<file path="src/rtl/vram_port_ctrl_if.sv">
// Port-A bundle of the VRAM controller: CPU load/store, fill-engine command and VRAM side.
interface vram_port_ctrl_if #(
  parameter int DATA = 8,
  parameter int ADDR = 13
);
  logic            cpu_req;
  logic            cpu_we;
  logic [ADDR-1:0] cpu_addr;
  logic [DATA-1:0] cpu_wdata;
  logic            cpu_ack;
  logic [DATA-1:0] cpu_rdata;
  logic            cmd_valid;
  logic            cmd_op;
  logic [DATA-1:0] cmd_fill;
  logic            cmd_ready;
  logic            busy;
  logic            done;
  logic            vram_wr;
  logic [ADDR-1:0] vram_addr;
  logic [DATA-1:0] vram_din;
  logic [DATA-1:0] vram_dout;

  modport master (
    output cpu_req, cpu_we, cpu_addr, cpu_wdata, cmd_valid, cmd_op, cmd_fill, vram_dout,
    input  cpu_ack, cpu_rdata, cmd_ready, busy, done, vram_wr, vram_addr, vram_din
  );

  modport slave (
    input  cpu_req, cpu_we, cpu_addr, cpu_wdata, cmd_valid, cmd_op, cmd_fill, vram_dout,
    output cpu_ack, cpu_rdata, cmd_ready, busy, done, vram_wr, vram_addr, vram_din
  );
endinterface

</file>
<file path="src/rtl/vram_port_ctrl.sv">
// VRAM port-A controller: shares the port between CPU load/store and the CLEAR/SCROLL engine.
// The CPU wins any cycle it may use; the engine advances only in cycles the CPU leaves free.
module vram_port_ctrl #(
  parameter int DATA = 8,
  parameter int ADDR = 13,
  parameter int COLS = 80,
  parameter int ROWS = 60
) (
  input logic clk,
  input logic rst_n,
  vram_port_ctrl_if.slave bus
);

  localparam int MEM = COLS * ROWS;
  localparam logic [ADDR-1:0] LAST_WORD = ADDR'(MEM - 1);
  localparam logic [ADDR-1:0] LAST_MOVE = ADDR'((ROWS - 1) * COLS - 1);
  localparam logic [ADDR-1:0] ROW_STEP  = ADDR'(COLS);

  typedef enum logic [2:0] {IDLE, CLR, SCR_RD, SCR_WR, SCR_FILL} state_t;

  state_t          state, state_nx;
  logic [ADDR-1:0] ptr, ptr_nx;
  logic [DATA-1:0] fill, fill_nx;
  logic            ack;
  logic            done_q, done_nx;
  logic            grant;
  logic            eng_use, eng_wr;
  logic [ADDR-1:0] eng_addr;
  logic [DATA-1:0] eng_din;

  // SCR_WR consumes the word read one cycle earlier, so the CPU is locked out of it.
  assign grant = rst_n && bus.cpu_req && !ack && (state != SCR_WR);

  assign bus.cpu_ack   = ack;
  assign bus.cpu_rdata = bus.vram_dout & {DATA{ack}};
  assign bus.cmd_ready = (state == IDLE);
  assign bus.busy      = (state != IDLE);
  assign bus.done      = done_q;

  always_ff @(posedge clk) begin
    if (!rst_n) begin
      state  <= IDLE;
      ptr    <= '0;
      fill   <= '0;
      ack    <= 1'b0;
      done_q <= 1'b0;
    end else begin
      state  <= state_nx;
      ptr    <= ptr_nx;
      fill   <= fill_nx;
      ack    <= grant;
      done_q <= done_nx;
    end
  end

  always_comb begin
    state_nx = state;
    ptr_nx   = ptr;
    fill_nx  = fill;
    done_nx  = 1'b0;
    eng_use  = 1'b0;
    eng_wr   = 1'b0;
    eng_addr = '0;
    eng_din  = '0;
    case (state)
      IDLE: begin
        if (bus.cmd_valid) begin
          ptr_nx   = '0;
          fill_nx  = bus.cmd_fill;
          state_nx = bus.cmd_op ? SCR_RD : CLR;
        end
      end
      CLR, SCR_FILL: begin
        eng_use  = 1'b1;
        eng_wr   = 1'b1;
        eng_addr = ptr;
        eng_din  = fill;
        if (!grant) begin
          ptr_nx = ptr + 1'b1;
          if (ptr == LAST_WORD) begin
            state_nx = IDLE;
            done_nx  = 1'b1;
          end
        end
      end
      SCR_RD: begin
        // Source is one row below; it never passes the last word, so no carry is possible.
        eng_use  = 1'b1;
        eng_addr = ptr + ROW_STEP;
        if (!grant) state_nx = SCR_WR;
      end
      SCR_WR: begin
        eng_use  = 1'b1;
        eng_wr   = 1'b1;
        eng_addr = ptr;
        eng_din  = bus.vram_dout;
        ptr_nx   = ptr + 1'b1;
        state_nx = (ptr == LAST_MOVE) ? SCR_FILL : SCR_RD;
      end
      default: state_nx = IDLE;
    endcase
  end

  always_comb begin
    bus.vram_wr   = 1'b0;
    bus.vram_addr = '0;
    bus.vram_din  = '0;
    if (grant) begin
      bus.vram_wr   = bus.cpu_we;
      bus.vram_addr = bus.cpu_addr;
      bus.vram_din  = bus.cpu_wdata;
    end else if (rst_n && eng_use) begin
      bus.vram_wr   = eng_wr;
      bus.vram_addr = eng_addr;
      bus.vram_din  = eng_din;
    end
  end

endmodule

</file>
<file path="src/flat_wrapper.sv">
// flat-port wrapper written by rule: the top's interface ports become plain ports
module vram_port_ctrl_flat 
#(
  parameter int DATA = 8,
  parameter int ADDR = 13,
  parameter int COLS = 80,
  parameter int ROWS = 60
)
  (clk, rst_n, bus_cpu_req, bus_cpu_we, bus_cpu_addr, bus_cpu_wdata, bus_cmd_valid, bus_cmd_op, bus_cmd_fill, bus_vram_dout, bus_cpu_ack, bus_cpu_rdata, bus_cmd_ready, bus_busy, bus_done, bus_vram_wr, bus_vram_addr, bus_vram_din);
  vram_port_ctrl_if #(.DATA(DATA), .ADDR(ADDR)) bus_i ();
  input logic clk;
  input logic rst_n;
  input wire logic [$bits(bus_i.cpu_req)-1:0] bus_cpu_req;
  input wire logic [$bits(bus_i.cpu_we)-1:0] bus_cpu_we;
  input wire logic [$bits(bus_i.cpu_addr)-1:0] bus_cpu_addr;
  input wire logic [$bits(bus_i.cpu_wdata)-1:0] bus_cpu_wdata;
  input wire logic [$bits(bus_i.cmd_valid)-1:0] bus_cmd_valid;
  input wire logic [$bits(bus_i.cmd_op)-1:0] bus_cmd_op;
  input wire logic [$bits(bus_i.cmd_fill)-1:0] bus_cmd_fill;
  input wire logic [$bits(bus_i.vram_dout)-1:0] bus_vram_dout;
  output wire logic [$bits(bus_i.cpu_ack)-1:0] bus_cpu_ack;
  output wire logic [$bits(bus_i.cpu_rdata)-1:0] bus_cpu_rdata;
  output wire logic [$bits(bus_i.cmd_ready)-1:0] bus_cmd_ready;
  output wire logic [$bits(bus_i.busy)-1:0] bus_busy;
  output wire logic [$bits(bus_i.done)-1:0] bus_done;
  output wire logic [$bits(bus_i.vram_wr)-1:0] bus_vram_wr;
  output wire logic [$bits(bus_i.vram_addr)-1:0] bus_vram_addr;
  output wire logic [$bits(bus_i.vram_din)-1:0] bus_vram_din;
  assign bus_i.cpu_req = bus_cpu_req;
  assign bus_i.cpu_we = bus_cpu_we;
  assign bus_i.cpu_addr = bus_cpu_addr;
  assign bus_i.cpu_wdata = bus_cpu_wdata;
  assign bus_i.cmd_valid = bus_cmd_valid;
  assign bus_i.cmd_op = bus_cmd_op;
  assign bus_i.cmd_fill = bus_cmd_fill;
  assign bus_i.vram_dout = bus_vram_dout;
  assign bus_cpu_ack = bus_i.cpu_ack;
  assign bus_cpu_rdata = bus_i.cpu_rdata;
  assign bus_cmd_ready = bus_i.cmd_ready;
  assign bus_busy = bus_i.busy;
  assign bus_done = bus_i.done;
  assign bus_vram_wr = bus_i.vram_wr;
  assign bus_vram_addr = bus_i.vram_addr;
  assign bus_vram_din = bus_i.vram_din;
  vram_port_ctrl #(.DATA(DATA), .ADDR(ADDR), .COLS(COLS), .ROWS(ROWS)) u_core (.clk(clk), .rst_n(rst_n), .bus(bus_i));
endmodule
</file>
<file path="config.mk">
export PLATFORM = sky130hd
export DESIGN_NAME = vram_port_ctrl_flat
export DESIGN_NICKNAME = d
export VERILOG_FILES = /design/src/rtl/vram_port_ctrl_if.sv /design/src/rtl/vram_port_ctrl.sv /design/src/flat_wrapper.sv
export SDC_FILE = /design/constraint.sdc
export NUM_CORES = 1
export LEC_CHECK = 0
export ABC_CLOCK_PERIOD_IN_PS = 2720
export CELL_PAD_IN_SITES_DETAIL_PLACEMENT = 1
export CELL_PAD_IN_SITES_GLOBAL_PLACEMENT = 1
export CORE_UTILIZATION = 31
export CTS_CLUSTER_DIAMETER = 200
export DETAILED_ROUTE_END_ITERATION = 6
export PLACE_DENSITY_LB_ADDON = 0.1
export SYNTH_ARGS = -nofsm -noshare
export SYNTH_HDL_FRONTEND = slang
export SYNTH_SLANG_ARGS = --single-unit
</file>
<file path="constraint.sdc">
create_clock -name clk -period 2.72 [get_ports clk]
set_clock_uncertainty 0.2 [all_clocks]
set_input_delay 0.408 -clock clk [delete_from_list [all_inputs] [get_ports clk]]
set_output_delay 0.408 -clock clk [all_outputs]
set_load 0.1 [all_outputs]
</file>
==> impl_metrics.json, run 1 <==
{
  "dpl.hpwl_mm": 5.45,
  "ant_nets": 0,
  "clk_pin_slew_ns": 0.09,
  "post-cts-setup-buffers": 0,
  "setup_viol": 0,
  "wl_per_cell_um": 16.9,
  "grt_max_degree": 20,
  "drive_gt1_share_pct": 27.4,
  "r2r-start": "u_core.ptr[0]$_SDFFE_PN0P_",
  "r2r-end": "u_core.state[0]$_SDFFE_PN0P_",
  "critPathBufInv": 3,
  "routabilityCongestion": 0.828,
  "yosysUniqueCellTypes": 53,
  "pwr-share-comb_pct": 51.2,
  "slew_viol_final": 0,
  "nets": 395,
  "period_share_pct": 97.1,
  "cts_sinks": 26,
  "power_density_nw_per_um2": 431,
  "slowest_stage": "clkdlybuf4s50_1",
  "hold_path_depth": 2,
  "via_count": 2342,
  "cts_root_buf": "clkbuf_8",
  "fin_crit_ns": 2.64,
  "drc": 0,
  "pwr-share-clk_pct": 18.7,
  "first_iter_violations": 109,
  "max-vdd-ir-drop_mv": 0.234,
  "crit_fanout": 19,
  "arrival_ns": 2.03,
  "drt-total-wl_mm": 7.15,
  "cp.required_ns": 2.11,
  "synth-seq-area-share_pct": 26.3,
  "antenna_found_initial": 0,
  "max_freq_ghz": 0.379,
  "min_path_type": "flip-flop to flip-flop",
  "ys_warn_count": 0,
  "p_leak_uw": 0.00123,
  "finish.utilization_pct": 54.5,
  "cp-end-kind": "primary output",
  "cts_buffers": 3,
  "io_pins": 77,
  "start_util_pct": 32.9,
  "cp_slowest_stage_delay_ns": 0.70,
  "die_w_um": 82.0,
  "r2r_slack_ns": 0.43,
  "critPathLaunchType": "input pin",
  "relSlewSlack_pct": 52.4,
  "grt-ovfl-total": 0,
  "cp_top_family": "buffers and inverters",
  "tightest_slew_ns": 0.706,
  "hold_ws_ns": 0.277,
  "htreeDepth": 1,
  "synth-edff-count": 0,
  "synth_nets": 318,
  "seqPwrFrac_pct": 30.1,
  "min-delay-start": "u_core.fill[7]$_SDFFE_PN0P_",
  "num-fill-cells": 705,
  "sw_frac_of_total_pct": 43.2,
  "finalSetupTns_ns": 0,
  "maxCapViolCount": 0,
  "syn_area_um2": 1980,
  "synth_seq_cells": 26,
  "clk_latency_ns": 0.28,
  "synth_area_per_cell_um2": 7.31,
  "synthCells": 271,
  "hold_viol": 0,
  "io_buffer_count": 76,
  "die_area_um2": 6720,
  "reg2regPathDepth": 5,
  "firstDrtPassIters": 4,
  "antenna_cells": 0,
  "fp.dieH_um": 82.0,
  "setup.worst_path.class": "input pin to primary output",
  "synthArstFlopShare_pct": 0,
  "vias_per_cell": 5.55,
  "grt_pass1_vias": 2376,
  "holdPathEnd": "u_core.fill[7]$_SDFFE_PN0P_",
  "grt_usage_pct": 22.2,
  "cellInternalPower_uw": 804,
  "fp-row-count": 28,
  "status": "completed",
  "grt_first_pass_wirelength_mm": 11.5,
  "path_cells": "clkdlybuf4s50_1 -> nand3b_2 -> nor2_2 -> buf_6 -> a22o_1 -> buf_12",
  "ys.flop_type": "dfxtp_1",
  "p_switching_uw": 611,
  "cts_buffer_depth": 2,
  "area_growth_pct": 65.6,
  "cts_tree": "built",
  "core_um2": 6030
}
-- registers in the layout, indices dropped and copies added, names as in the netlist --
signal,flops
u_core.fill,8
u_core.bus.cpu_ack,1
u_core.ptr,13
u_core.state,3
u_core.bus.done,1
-- kinds of logic (layout without fill, tap and decap cells) --
group / count (synthesis) / count (layout) / synth area share, %
adder cells (fa/ha/maj): 4 / 4 / 2.53
AND/OR/NAND/NOR: 123 / 123 / 33.5
buffers and inverters: 25 / 101 / 6.44
AO/OA/AOI/OAI: 91 / 91 / 30.4
flip-flops: 26 / 26 / 26.3
XOR/XNOR: 2 / 2 / 0.884
-- worst reg2reg max path, stage by stage (launching register included) --
cell and delay (ns):
dfxtp_1 0.44, ha_1 0.24, nand3_2 0.16, or4_1 0.59, a211o_1 0.35, a31o_1 0.22
-- worst max path at each step --
stage	slack [ns]	startpoint	cells past startpoint	to
floorplan	-0.22	u_core.state[0]$_SDFFE_PN0P_	6	bus_vram_din[0]
global placement	0.09	rst_n	6	bus_vram_addr[1]
detailed placement	0.05	rst_n	6	bus_vram_addr[0]
CTS	0.02	u_core.state[2]$_SDFFE_PN0P_	8	bus_vram_din[7]
global route	-0.01	rst_n	6	bus_vram_addr[0]
finish	0.08	rst_n	6	bus_vram_addr[0]
-- Yosys cell counts, types with 3 or more instances --
library cell / n / area [um2]
a21boi_0: 8 / 60.1
a21oi_1: 16 / 80.1
a22o_1: 12 / 105
a22oi_1: 8 / 60.1
and2_1: 14 / 87.6
buf_2: 6 / 30.0
buf_4: 3 / 22.5
clkbuf_1: 9 / 33.8
dfxtp_1: 26 / 521
ha_1: 4 / 50.1
inv_1: 5 / 18.8
nand2_1: 45 / 169
nand2b_1: 5 / 31.3
nand3_1: 9 / 45.0
nand3b_1: 3 / 22.5
nand4_1: 3 / 18.8
nor2_1: 12 / 45.0
nor2b_1: 3 / 18.8
nor3b_1: 3 / 22.5
o21ai_0: 28 / 140
o31ai_1: 3 / 22.5
or3_1: 6 / 37.5
or4_1: 3 / 22.5
-- per-layer routing --
| layer | global-route usage (%) | up-vias | share of wire, % |
|---|---|---|---|
| li1 | - | 1138 | - |
| met5 | 0 | - | 0 |
| met1 | 28.7 | 1136 | 45 |
| met4 | 6.84 | 0 | 1.5 |
| met2 | 37.2 | 60 | 48 |
| met3 | 4.11 | 8 | 5.3 |
-- stage by stage --
step	std cells	total power, uW	area [um2]	worst slack, ns
after floorplan	271	872	2020	-0.218
after detailed placement	418	1150	3200	0.0473
after global routing	422	1470	3280	-0.0100
after global placement	418	1140	3200	0.0947
after CTS	422	1420	3250	0.0238
final	422	1420	3280	0.0790
-- power groups by stage --
stage,Sequential [uW],Combinational (uW),Clock (uW)
final,427,724,265
after global routing,430,764,278
after CTS,426,723,269
after detailed placement,434,716,0
after global placement,434,708,0
after floorplan,431,441,0
-- cell usage in the layout (no fill, tap or decap), types with 9 or more instances in the layout --
master           count
a21oi_1             16
nor2_1              11
and2_1              13
nand2_1             44
o21ai_0             21
dfxtp_1             21
buf_12              31
clkdlybuf4s50_1     42
a22o_2               9
nand3_1              9
buf_4               18
-- area by class of cell --
cell class	instances	area [um2]	share of cell area [%]
clock buffers	4	55.1	1.68
inverters	5	18.8	0.572
multi-input cells	220	1400	42.6
flip-flops and latches	26	529	16.1
well taps	75	93.8	2.86
repair buffers	92	1190	36.2
-- what timing repair did --
item / CTS / global route
setup endpoints to repair: 9 / 22
gates resized for setup: 2 / 12
hold buffers: 0 / 0
Note: power is estimated with default switching activity, not from simulation.
==> inputs of run 2 (changes only) <==
--- a/config.mk
+++ b/config.mk
@@ -11,7 +11,7 @@
 export CORE_UTILIZATION = 31
 export CTS_CLUSTER_DIAMETER = 200
 export DETAILED_ROUTE_END_ITERATION = 6
-export PLACE_DENSITY_LB_ADDON = 0.1
+export PLACE_DENSITY = 0.89
 export SYNTH_ARGS = -nofsm -noshare
 export SYNTH_HDL_FRONTEND = slang
 export SYNTH_SLANG_ARGS = --single-unit
==> impl_metrics.json, run 2 (same netlist as run 1, synthesis figures left out) <==
{
  "reg2regPathDepth": 5,
  "io_pins": 77,
  "cts_root_buf": "clkbuf_8",
  "area_growth_pct": 64.6,
  "crit_fanout": 14,
  "drt-total-wl_mm": 7.59,
  "hold_viol": 0,
  "min-delay-start": "u_core.fill[2]$_SDFFE_PN0P_",
  "ctsHoldBuffers": 0,
  "clk_latency_ns": 0.29,
  "max_freq_ghz": 0.384,
  "cts_sinks": 26,
  "hold_ws_ns": 0.287,
  "critPathLaunchType": "input pin",
  "setup_viol": 0,
  "r2r-start": "u_core.ptr[0]$_SDFFE_PN0P_",
  "dpl.hpwl_mm": 5.85,
  "wl_met2_mm": 3.94,
  "stdcell_count": 419,
  "antenna_cells": 0,
  "seq_area_um2": 532,
  "final_common_cell": "nand2_1",
  "htreeDepth": 1,
  "cp.required_ns": 2.11,
  "largest_reg_flops": 13,
  "first_iter_violations": 99,
  "setup.worst_path.class": "input pin to primary output",
  "vias_per_cell": 5.62,
  "core_um2": 6030,
  "firstDrtPassIters": 4,
  "max-vdd-ir-drop_mv": 0.243,
  "post-cts-setup-buffers": 0,
  "slew_viol_final": 0,
  "multi_input_comb_area_um2": 1390,
  "via_count": 2355,
  "status": "completed",
  "holdPathEnd": "u_core.fill[2]$_SDFFE_PN0P_",
  "cts-resized-gates": 3,
  "top_register": "u_core.ptr",
  "cp-end-kind": "primary output",
  "power_density_nw_per_um2": 457,
  "finish.instance_area_um2": 3260,
  "drt-met1-wl_mm": 3.34,
  "nets": 392,
  "dr_wl_met3_um": 181,
  "grt_max_degree": 20,
  "fp.dieH_um": 82.0,
  "placed_cell_area_um2": 3170,
  "grt_usage_pct": 23.2,
  "cts_buffer_depth": 2,
  "drive_gt1_share_pct": 25.3,
  "relSlewSlack_pct": 71.3,
  "grt-ovfl-total": 0,
  "wl_per_cell_um": 18.1,
  "min_path_type": "flip-flop to flip-flop",
  "clk_pin_slew_ns": 0.11,
  "fin_total_pwr_uw": 1490,
  "r2r_slack_ns": 0.42,
  "r2r-end": "u_core.state[0]$_SDFFE_PN0P_",
  "final_cell_mix": "nand2_1, clkdlybuf4s50_1, buf_12",
  "io_buffer_count": 76,
  "grt_pass1_vias": 2469,
  "cts_buffers": 3,
  "maxCapViolCount": 0,
  "rsz0062_at_grt": "no",
  "die_area_um2": 6720,
  "hold_path_depth": 2,
  "die_w_um": 82.0,
  "reg_top3": "u_core.ptr (13), u_core.fill (8), u_core.state (3)",
  "cts_tree": "built",
  "arrival_ns": 2.00,
  "period_share_pct": 95.8,
  "top_layer_used": "met4",
  "drc": 0,
  "antenna_found_initial": 0,
  "grt_first_pass_wirelength_mm": 11.9,
  "fp-row-count": 28,
  "dp_cells": 415,
  "ant_nets": 0,
  "routabilityCongestion": 0.866,
  "start_util_pct": 32.9,
  "p_leak_uw": 0.00123,
  "fin_crit_ns": 2.61,
  "tightest_slew_ns": 0.427,
  "num-fill-cells": 713
}
==> run 2: metrics by stage <==
| stage | utilization (%) | TNS, ns | worst slack [ns] |
|---|---|---|---|
| final | 54.1 | 0 | 0.115 |
| after global routing | 54.1 | 0 | 0.0109 |
| after CTS | 53.9 | 0 | 0.00768 |
| after detailed placement | 52.6 | 0 | 0.135 |
| after global placement | 52.6 | 0 | 0.185 |
| after floorplan | - | -1.71 | -0.218 |
==> run 2: worst max-delay path by stage <==
stage	start	end	slack, ns
2_1_floorplan	u_core.state[0]$_SDFFE_PN0P_	bus_vram_din[0]	-0.22
3_3_place_gp	bus_cpu_req	bus_vram_addr[7]	0.18
3_5_place_dp	bus_cpu_req	bus_vram_addr[7]	0.13
4_1_cts	u_core.ptr[5]$_SDFFE_PN0P_	bus_vram_addr[10]	0.008
5_1_grt	u_core.state[2]$_SDFFE_PN0P_	bus_vram_din[1]	0.01
6_report	bus_cpu_req	bus_vram_addr[7]	0.11
==> run 2: layer usage <==
| layer | up-vias | global-route usage (%) |
|---|---|---|
| met4 | 0 | 9.82 |
| li1 | 1137 | - |
| met1 | 1157 | 28.1 |
| met2 | 49 | 41.8 |
| met3 | 12 | 1.67 |
| met5 | - | 0 |
==> run 2: cell type report <==
cell class,count,share of cell area [%]
Multi-Input combinational cell,220,42.5
Inverter,5,0.575
Clock buffer,3,1.27
Timing Repair Buffer,89,35.6
Clock inverter,1,0.921
Sequential cell,26,16.3
Tap cell,75,2.88
==> run 2: critical path: stages <==
cell and delay, ns:
clkdlybuf4s50_1 0.55, nand2b_1 0.12, o2111ai_1 0.19, nand2_1 0.07
buf_4 0.20, a32o_2 0.28, buf_12 0.17
==> run 2: report_power, final <==
| part | internal (uW) | total, uW | switching [uW] |
|---|---|---|---|
| combinational | 271 | 723 | 452 |
| sequential | 403 | 433 | 30.5 |
| clock | 197 | 336 | 138 |
| total | 870 | 1490 | 621 |
